[config.mk]
export PLATFORM = sky130hd
export DESIGN_NAME = fetch_sequencer
export DESIGN_NICKNAME = d
export VERILOG_FILES = /design/src/rtl/fetch_sequencer.sv
export SDC_FILE = /design/constraint.sdc
export NUM_CORES = 1
export LEC_CHECK = 0
export CORE_MARGIN = 4
export CORE_UTILIZATION = 39
export DETAILED_ROUTE_END_ITERATION = 8
export HOLD_SLACK_MARGIN = 0.1
export PLACE_DENSITY = 0.82
export RECOVER_POWER = 50
export SETUP_SLACK_MARGIN = 0.05
export SLEW_MARGIN = 25
export SYNTH_ARGS = -nofsm -noshare
export SYNTH_HDL_FRONTEND = slang
export SYNTH_SLANG_ARGS = --single-unit
export TNS_END_PERCENT = 100
[constraint.sdc]
create_clock -name clk -period 2.1 [get_ports clk]
set_input_delay 0.42 -clock clk [delete_from_list [all_inputs] [get_ports clk]]
set_output_delay 0.42 -clock clk [all_outputs]
set_load 0.05 [all_outputs]
[src/rtl/fetch_sequencer.sv]
// Instruction-fetch controller: owns the PC, runs one request/grant/response
// fetch at a time and buffers the result for decode behind a valid/ready pair.
module fetch_sequencer #(
  parameter logic [31:0] RESET_ADDR = 32'h0000_0000
) (
  input  logic        clk,
  input  logic        reset,
  input  logic        redirect_valid,
  input  logic [31:0] redirect_addr,
  output logic        imem_req,
  output logic [31:0] imem_addr,
  input  logic        imem_gnt,
  input  logic        imem_rvalid,
  input  logic [31:0] imem_rdata,
  output logic        inst_valid,
  output logic [31:0] inst_data,
  output logic [31:0] inst_pc,
  input  logic        inst_ready,
  output logic [31:0] fetch_pc,
  output logic        fetch_fault
);

  typedef enum logic [2:0] {StIdle, StReq, StWait, StHold, StHalt} state_e;

  state_e      state_q, state_d;
  logic [31:0] pc_q, pc_d;
  logic [31:0] inst_data_q, inst_data_d;
  logic [31:0] inst_pc_q, inst_pc_d;
  logic        discard_q, discard_d;
  logic        fault_q, fault_d;
  logic        misaligned;

  assign misaligned = redirect_valid && (redirect_addr[1:0] != 2'b00);

  always_comb begin
    state_d     = state_q;
    pc_d        = pc_q;
    inst_data_d = inst_data_q;
    inst_pc_d   = inst_pc_q;
    discard_d   = discard_q;
    fault_d     = fault_q;

    if (misaligned && state_q != StHalt) begin
      // Bad target wins over everything else; PC keeps its last legal value.
      fault_d = 1'b1;
      state_d = StHalt;
    end else begin
      unique case (state_q)
        StIdle: state_d = StReq;
        StReq: begin
          if (redirect_valid) begin
            pc_d = redirect_addr;
            if (imem_gnt) begin
              discard_d = 1'b1;
              state_d   = StWait;
            end
          end else if (imem_gnt) begin
            discard_d = 1'b0;
            state_d   = StWait;
          end
        end
        StWait: begin
          if (redirect_valid) begin
            pc_d      = redirect_addr;
            discard_d = 1'b1;
            if (imem_rvalid) state_d = StReq;
          end else if (imem_rvalid) begin
            if (discard_q) begin
              discard_d = 1'b0;
              state_d   = StReq;
            end else begin
              inst_data_d = imem_rdata;
              inst_pc_d   = pc_q;
              state_d     = StHold;
            end
          end
        end
        StHold: begin
          if (redirect_valid) begin
            pc_d    = redirect_addr;
            state_d = StReq;
          end else if (inst_ready) begin
            pc_d    = pc_q + 32'd4;
            state_d = StReq;
          end
        end
        StHalt: state_d = StHalt;
        default: state_d = StIdle;
      endcase
    end
  end

  always_ff @(posedge clk) begin
    if (reset) begin
      state_q     <= StIdle;
      pc_q        <= RESET_ADDR;
      inst_data_q <= 32'h0;
      inst_pc_q   <= 32'h0;
      discard_q   <= 1'b0;
      fault_q     <= 1'b0;
    end else begin
      state_q     <= state_d;
      pc_q        <= pc_d;
      inst_data_q <= inst_data_d;
      inst_pc_q   <= inst_pc_d;
      discard_q   <= discard_d;
      fault_q     <= fault_d;
    end
  end

  assign imem_req    = (state_q == StReq);
  assign inst_valid  = (state_q == StHold);
  assign imem_addr   = pc_q;
  assign fetch_pc    = pc_q;
  assign inst_data   = inst_data_q;
  assign inst_pc     = inst_pc_q;
  assign fetch_fault = fault_q;

endmodule

==> results of run 1 <==
## registers in the layout, summed over array words and instances, names as in the netlist
register	cells
fetch_fault	1
fetch_pc	32
discard_q	1
state_q	3
inst_data	32
inst_pc	32
## layer usage
| layer | wire length [um] | global-route usage [%] |
|---|---|---|
| met2 | 8070 | 40.1 |
| met4 | 412 | 8.86 |
| met3 | 954 | 4.81 |
| met1 | 6550 | 26.4 |
| met5 | 0 | 0 |
## per-stage QoR
| stage | cells | setup WS (ns) | util (%) | setup TNS [ns] | hold WS [ns] |
|---|---|---|---|---|---|
| 6_report | 970 | 0.0501 | 62.2 | 0 | 0.451 |
| 3_5_place_dp | 953 | -0.208 | 60.8 | -8.25 | 0.447 |
| 3_3_place_gp | 953 | -0.174 | 60.8 | -3.19 | 0.442 |
| 2_1_floorplan | 622 | -0.0720 | - | -0.0720 | 0.485 |
| 5_1_grt | 970 | -0.0450 | 62.2 | -0.115 | 0.476 |
| 4_1_cts | 969 | 0.0494 | 63.3 | 0 | 0.456 |
## worst paths after layout
kind,from,cells past startpoint,endpoint,slack (ns)
hold / removal,inst_pc[21]$_SDFFE_PP0P_,2,inst_pc[21]$_SDFFE_PP0P_,0.45
setup reg to reg,fetch_pc[12]$_SDFFE_PP0P_,5,fetch_pc[29]$_SDFFE_PP0P_,0.05
setup / recovery,fetch_pc[12]$_SDFFE_PP0P_,5,fetch_pc[29]$_SDFFE_PP0P_,0.05
hold reg to reg,inst_pc[21]$_SDFFE_PP0P_,2,inst_pc[21]$_SDFFE_PP0P_,0.45
## cells by family (layout without fill, tap and decap cells)
| group | Yosys count | count (layout) | share of synthesized area [%] |
|---|---|---|---|
| AOI/OAI and AO/OA | 167 | 167 | 21.5 |
| adders and majority gates | 1 | 1 | 0.267 |
| buffers and inverters | 86 | 291 | 9.55 |
| muxes | 2 | 2 | 0.427 |
| DFF | 101 | 101 | 43.1 |
| and+or+nand+nor | 265 | 265 | 25.1 |
## cell usage in the layout (no fill, tap or decap), types with 6 or more instances in the layout
| master | count |
|---|---|
| nor4_1 | 6 |
| nand2_1 | 151 |
| dlygate4sd2_1 | 28 |
| a211oi_1 | 9 |
| nand3_1 | 13 |
| nor2_1 | 35 |
| clkbuf_1 | 32 |
| o22ai_1 | 6 |
| nor3_1 | 13 |
| clkdlybuf4s50_1 | 104 |
| dfxtp_4 | 7 |
| a21oi_1 | 91 |
| buf_4 | 51 |
| nand4_1 | 7 |
| clkbuf_16 | 9 |
| dfxtp_1 | 80 |
| inv_1 | 6 |
| dfxtp_2 | 14 |
| and3_1 | 6 |
| dlygate4sd3_1 | 44 |
| o21ai_0 | 15 |
## power groups by stage
| stage | combinational (mW) | clock (mW) | sequential (mW) |
|---|---|---|---|
| floorplan | 0.337 | 0 | 2.17 |
| global placement | 0.809 | 0 | 2.04 |
| detailed placement | 0.819 | 0 | 2.05 |
| CTS | 0.805 | 1.76 | 2.00 |
| global route | 0.820 | 1.84 | 2.01 |
| finish | 0.773 | 1.72 | 2.00 |
## timing repair
action	CTS	global route
setup endpoints to repair	31	28
pin swaps	0	4
gates resized for setup	32	18
setup buffers	0	1
cloned	0	0
## worst max-delay path: cells and delay by family, from the launching register on
| family | cells | cell delay (ns) |
|---|---|---|
| DFF | 1 | 0.36 |
| and+or+nand+nor | 4 | 1.46 |
| AOI/OAI and AO/OA | 1 | 0.16 |
## cell type report
cell class	count	share of cell area (%)
Tap cell	143	2.47
Inverter	6	0.312
Timing Repair Buffer	269	32.3
Sequential cell	101	28.6
Multi-Input combinational cell	435	32.2
Clock inverter	7	1.09
Clock buffer	9	3.12
==> metrics.cfg, run 1 <==
[synthesis]
synth_area_leaders = dfxtp_1 (43%), nand2_1 (12%), a21oi_1 (9.7%)
synth-main-ff-cell = dfxtp_1
synth_enable_flop_cells = 0
synth_area_per_cell_um2 = 7.54
yosys.cell_count.top_type = nand2_1
yosys.area.top_type = dfxtp_1
syn_nets = 693
async_flop_share_pct = 0
synth_seq_cells = 101
ys_seq_area_share_pct = 43.1
ys_types = 52
ys_top_cells_by_count = nand2_1 (152), dfxtp_1 (101), a21oi_1 (91), clkbuf_1 (45), nor2_1 (35)
netlist_area_um2 = 4690
synth_cells = 622
yosysWarnings = 0
synth_top_area_share_pct = 43.1

[timing]
hold_viol = 0
period_share_pct = 97.6
rsz0062_at_grt = yes
worstMarginPinSlew_ns = 0.660
fin_skew_ns = 0.00411
fmax_mhz = 488
slew_viol_final = 0
period_needed_ns = 2.05
finalSetupViolCount = 0
slew_headroom_pct = 56.2

[cts]
hold_buffers = 0
htreeDepth = 3
cts_root_buf = clkbuf_16
clock_sinks = 101
cts_tree = yes
clockBufferDepth = 2
clk_latency_ns = 0.34
numCtsBuffers = 9
clkTransAtPathRegs_ns = 0.07

[critical_path]
cp_max_fo = 3
cpMostUsedCell = or4_4
cp-start-kind = flop
worst-setup-path-type = flop to flop
cpMaxStageDelayCell = or4_4
endpoint_kind = flop
crit_required_ns = 2.37
crit_path_max_incr_delay_ns = 0.53
path_cells = nand3_4 -> or4_4 -> or4_4 -> or4_1 -> a31oi_1
worstPathArrival_ns = 2.32

[power_and_ir_drop]
pwr-share-seq_pct = 44.5
total_leakage_power_nw = 2.72
irDropWorstVdd_v = 0.000466
p_sw_share_pct = 28.9
comb_power_share_pct = 17.2
net-switching-power_mw = 1.30
p_clk_share_pct = 38.3
powerDensity_nw_per_um2 = 623
p_total_mw = 4.50
p_int_mw = 3.20

[routing]
via_count = 5189
vias_per_cell = 5.35
ant_nets = 0
drt_pass1_iterations = 5
finalWirelength_um = 16000
drc = 0
avgRoutedWirePerCell_um = 16.5
drt_iter0_drc = 306

[placed_design]
portBuffers = 200
hpwl_um = 12000
place.gp.congestion = 0.881
dpl-instance-area_um2 = 7070

[worst_hold_path]
hold_class = flop to flop

[layout]
register_area_um2 = 2070
fin_nets = 893
n_antenna_cell = 0
fin_area_um2 = 7230
areaGrowthSynthToFinish_pct = 54.2
fill_cells = 1058
multi_input_area_um2 = 2320
drive_above_1_share_pct = 14.5

[global_route]
gr-total-overflow = 0
grt_usage_pct = 22.6
grt_max_degree = 43
grt_pass1_vias = 5252
grt_pass1_wl_um = 26100
antenna_found_initial = 0

[floorplan]
dieWidth_um = 118
die_h_um = 118
core-area_um2 = 11600
io-pin-count = 201
start_util_pct = 40.4
rows = 39
die_area_um2 = 13800

[job]
maxCapViolations = 0

[outcome]
outcome = finished clean

Power figures use the tool's default switching activity.
==> run 2, diff against run 1 <==
==> constraint.sdc (replaced) <==
create_clock -name clk -period 2.1 [get_ports clk]
set_input_delay 0.315 -clock clk [delete_from_list [all_inputs] [get_ports clk]]
set_output_delay 0.315 -clock clk [all_outputs]
set_load 0.05 [all_outputs]
==> metrics.cfg, run 2 (synthesis gave the netlist of run 1 again) <==
[outcome]
outcome = finished clean

[timing]
period_needed_ns = 2.08
finalSetupViolCount = 0
period_share_pct = 99.0
rsz0062_at_grt = yes
slew_headroom_pct = 47.8
slew_viol_final = 0
worstMarginPinSlew_ns = 0.783
hold_viol = 0
fin_skew_ns = 0.00639
fmax_mhz = 481

[cts]
hold_buffers = 0
clkTransAtPathRegs_ns = 0.07
clock_sinks = 101
cts_tree = yes
numCtsBuffers = 9
clk_latency_ns = 0.35
clockBufferDepth = 2
cts_root_buf = clkbuf_16
htreeDepth = 3

[critical_path]
rrSetupSlack_ns = 0.02
r2r_end = fetch_pc[29]$_SDFFE_PP0P_
cp_max_fo = 3
worst_r2r_path_depth = 5
crit_required_ns = 2.37
worst-setup-path-type = flop to flop
r2r_start = fetch_pc[11]$_SDFFE_PP0P_
crit_path_max_incr_delay_ns = 0.54
worstPathArrival_ns = 2.35
cp-start-kind = flop
path_cells = nand3_1 -> or4_4 -> or4_4 -> or4_1 -> a31oi_1
endpoint_kind = flop
crit_start = fetch_pc[11]$_SDFFE_PP0P_
cpMaxStageDelayCell = or4_4
cpMostUsedCell = or4_4

[global_route]
grt_usage_pct = 22.7
gr-total-overflow = 0
grt_max_degree = 72
grt_pass1_wl_um = 26200
antenna_found_initial = 0
grt_pass1_vias = 5155

[layout]
final_common_cell = nand2_1
fin_nets = 883
fin_util_pct = 63.2
mostFrequentLayoutCells = nand2_1 (152), clkdlybuf4s50_1 (125), a21oi_1 (91)
drive_above_1_share_pct = 14.3
n_antenna_cell = 0
areaGrowthSynthToFinish_pct = 56.6

[floorplan]
core-area_um2 = 11600
rows = 39
dieWidth_um = 118
die_h_um = 118
io-pin-count = 201
start_util_pct = 40.4
die_area_um2 = 13800

[power_and_ir_drop]
p_total_mw = 4.44
total_leakage_power_nw = 2.70
irDropWorstVdd_v = 0.000305
powerDensity_nw_per_um2 = 604

[placed_design]
hpwl_um = 11700
place.gp.congestion = 0.908
portBuffers = 200

[worst_hold_path]
min-delay-start = inst_pc[2]$_SDFFE_PP0P_
hold_path_end = inst_pc[2]$_SDFFE_PP0P_
hold_path_depth = 2
hold_class = flop to flop

[routing]
drc = 0
avgRoutedWirePerCell_um = 16.9
vias_per_cell = 5.46
via_count = 5242
finalWirelength_um = 16300
ant_nets = 0
drt_pass1_iterations = 5
drt_iter0_drc = 340

[job]
maxCapViolations = 0

run 2: cell types whose count changed in the layout (fill, tap and decap cells not counted), sizes merged:
cell,previous run,this run
dlygate4sd3,44,68
clkdlybuf4s50,104,125
clkbuf,47,19
buf,55,57
bufinv,1,0
dlygate4sd2,28,0
run 2: worst max-delay path: cells and delay by family, from the launching register on:
kind / cells / cell delay (ns)
AND/OR/NAND/NOR: 4 / 1.50
flip-flops: 1 / 0.35
AO/OA/AOI/OAI: 1 / 0.16
run 2: metal layers:
metal	global-route usage, %	share of wire, %
met1	26.4	40
met5	0	0
met3	4.85	6.3
met2	41.4	52
met4	7.25	1.7
run 2: worst max-delay path by stage:
stage	endpoint	cells after the start	slack, ns
6_report	fetch_pc[29]$_SDFFE_PP0P_	5	0.02
5_1_grt	fetch_pc[13]$_SDFFE_PP0P_	8	-0.008
2_1_floorplan	fetch_pc[29]$_SDFFE_PP0P_	6	-0.07
3_3_place_gp	fetch_pc[25]$_SDFFE_PP0P_	6	-0.03
4_1_cts	fetch_pc[29]$_SDFFE_PP0P_	5	0.01
3_5_place_dp	fetch_pc[25]$_SDFFE_PP0P_	6	-0.1
run 2: where the power goes:
group,leakage [nW],total (mW),internal (mW),switching (mW)
clock,0.140,1.62,0.830,0.792
sequential,0.829,2.01,1.95,0.0535
combinational,1.73,0.807,0.335,0.472
total,2.70,4.44,3.12,1.32
run 2: area by class of cell:
cell class,count,area (um2)
fill,976,4270
timing repair buffer,259,2470
multi-input combinational,435,2320
sequential,101,2070
clock buffer,10,229
tap,143,179
clock inverter,6,52.6
inverter,6,22.5
run 2: through the flow:
step | instance area (um2) | setup TNS [ns] | worst slack [ns] | hold slack, ns | cells
after global placement | 7020 | -0.0363 | -0.0314 | 0.441 | 940
after floorplan | 4760 | -0.0720 | -0.0720 | 0.451 | 622
after global routing | 7340 | -0.0117 | -0.00837 | 0.470 | 960
final | 7340 | 0 | 0.0200 | 0.448 | 960
after detailed placement | 7020 | -1.57 | -0.0956 | 0.448 | 940
after CTS | 7320 | 0 | 0.0119 | 0.457 | 957
run 2: repair_timing:
action	4_1_cts	5_1_grt
setup buffers	1	3
gates resized for setup	3	16
endpoints found under the setup margin	3	12
pin swaps	1	2
==> run 3, diff against run 2 <==
--- a/config.mk
+++ b/config.mk
@@ -8,6 +8,7 @@
 export CORE_MARGIN = 4
 export CORE_UTILIZATION = 39
 export DETAILED_ROUTE_END_ITERATION = 8
+export GPL_ROUTABILITY_DRIVEN = 0
 export HOLD_SLACK_MARGIN = 0.1
 export PLACE_DENSITY = 0.82
 export RECOVER_POWER = 50
==> metrics.cfg, run 3 (synthesis gave the netlist of run 1 again) <==
[global_route]
grt_max_degree = 56
grt_pass1_vias = 5259
grt_usage_pct = 22.8
antenna_found_initial = 1
gr-total-overflow = 0
grt_pass1_wl_um = 26200

[critical_path]
crit_required_ns = 2.38
worst-setup-path-type = flop to flop
path_cells = nand4_1 -> or2_1 -> or4_4 -> or4_4 -> a31oi_1
cp_num_buf_inv = 0
crit_family = simple AND/OR/NAND/NOR gates
crit_path_max_incr_delay_ns = 0.54
endpoint_kind = flop
cpMostUsedCell = or4_4
cpMaxStageDelayCell = or4_4
cp-start-kind = flop
cp_max_fo = 8
worstPathArrival_ns = 2.35

[timing]
timing.hold.ws_ns = 0.450
hold_viol = 0
rsz0062_at_grt = yes
finalSetupViolCount = 0
fin_skew_ns = 0.00934
slew_viol_final = 0
period_share_pct = 98.7
fmax_mhz = 483
setup_tns_ns = 0
worstMarginPinSlew_ns = 0.652
period_needed_ns = 2.07
slew_headroom_pct = 56.1

[layout]
drive_above_1_share_pct = 13.2
fin_nets = 878
n_antenna_cell = 0
fill_cells = 1017
mostFrequentLayoutCells = nand2_1 (152), clkdlybuf4s50_1 (120), a21oi_1 (91)
areaGrowthSynthToFinish_pct = 55.5
final_common_cell = nand2_1
fin_area_um2 = 7290

[placed_design]
portBuffers = 200
hpwl_um = 11900
dpl-instance-area_um2 = 7010

[routing]
finalWirelength_um = 16300
avgRoutedWirePerCell_um = 17.1
via_count = 5234
drt_iter0_drc = 293
drt_pass1_iterations = 5
ant_nets = 0
drc = 0
vias_per_cell = 5.49

[worst_hold_path]
hold_class = flop to flop

[floorplan]
core-area_um2 = 11600
rows = 39
start_util_pct = 40.4
die_h_um = 118
io-pin-count = 201
dieWidth_um = 118
die_area_um2 = 13800

[power_and_ir_drop]
irDropWorstVdd_v = 0.000417
powerDensity_nw_per_um2 = 604
total_leakage_power_nw = 2.71

[outcome]
outcome = finished clean

[cts]
clkTransAtPathRegs_ns = 0.07
numCtsBuffers = 9
htreeDepth = 3
cts_setup_buffers = 0
cts_root_buf = clkbuf_16
clock_sinks = 101
hold_buffers = 0
clk_latency_ns = 0.35
clockBufferDepth = 2
cts_tree = yes

[job]
maxCapViolations = 0

## run 3: cell count changes in the layout (fill, tap and decap cells not counted), sizes merged
cell and delta:
buf -5, clkdlybuf4s50 -5, dlygate4sd3 +5, dlygate4sd2 +4
inv -4, clkbuf -2, clkinv +1
## run 3: layer usage
layer | track usage, % | share of wire (%) | up-vias | wire length [um]
met2 | 40.9 | 52 | 232 | 8440
met3 | 6.20 | 7.2 | 37 | 1160
met5 | 0 | 0.12 | - | 19
met4 | 10.3 | 2.9 | 2 | 471
li1 | - | - | 2489 | -
met1 | 25.2 | 38 | 2474 | 6190
## run 3: layout make-up
cell class	count	area (um2)	area share, %
timing repair buffer	254	2440	33.5
multi-input combinational	435	2300	31.6
sequential	101	2070	28.4
clock buffer	12	258	3.53
tap	143	179	2.45
inverter	6	22.5	0.309
clock inverter	3	18.8	0.257
## run 3: path summary, 6_finish.rpt
kind         depth (start not counted)                        end                 startpoint  slack [ns]
max                                  5  fetch_pc[29]$_SDFFE_PP0P_  fetch_pc[23]$_SDFFE_PP0P_        0.03
min                                  2    inst_pc[8]$_SDFFE_PP0P_    inst_pc[8]$_SDFFE_PP0P_        0.45
max reg2reg                          5  fetch_pc[29]$_SDFFE_PP0P_  fetch_pc[23]$_SDFFE_PP0P_        0.03
min reg2reg                          2    inst_pc[8]$_SDFFE_PP0P_    inst_pc[8]$_SDFFE_PP0P_        0.45
## run 3: worst min-delay path: stages, from the launching register on
cell and delay, ns:
dfxtp_1 0.31, nand2_1 0.05, a21oi_1 0.05
## run 3: stage by stage
| step | util [%] | power [mW] | setup WS, ns | cells |
|---|---|---|---|---|
| 3_3_place_gp | 60.4 | 2.84 | -0.0347 | 939 |
| 6_report | 62.8 | 4.41 | 0.0276 | 954 |
| 4_1_cts | 62.8 | 4.46 | 0.00318 | 954 |
| 2_1_floorplan | - | 2.51 | -0.0720 | 622 |
| 3_5_place_dp | 60.4 | 2.86 | -0.152 | 939 |
| 5_1_grt | 62.8 | 4.58 | -0.0605 | 954 |
## run 3: timing repair
item / 4_1_cts / 5_1_grt
pin swaps: 0 / 3
gates resized for setup: 6 / 9
endpoints found under the hold margin: 0 / 0
setup endpoints to repair: 7 / 10
## run 3: where the power goes
group	leakage [nW]	switching, mW	internal [mW]
clock network	0.138	0.728	0.871
logic	1.75	0.472	0.331
registers	0.829	0.0519	1.95
total	2.71	1.25	3.16
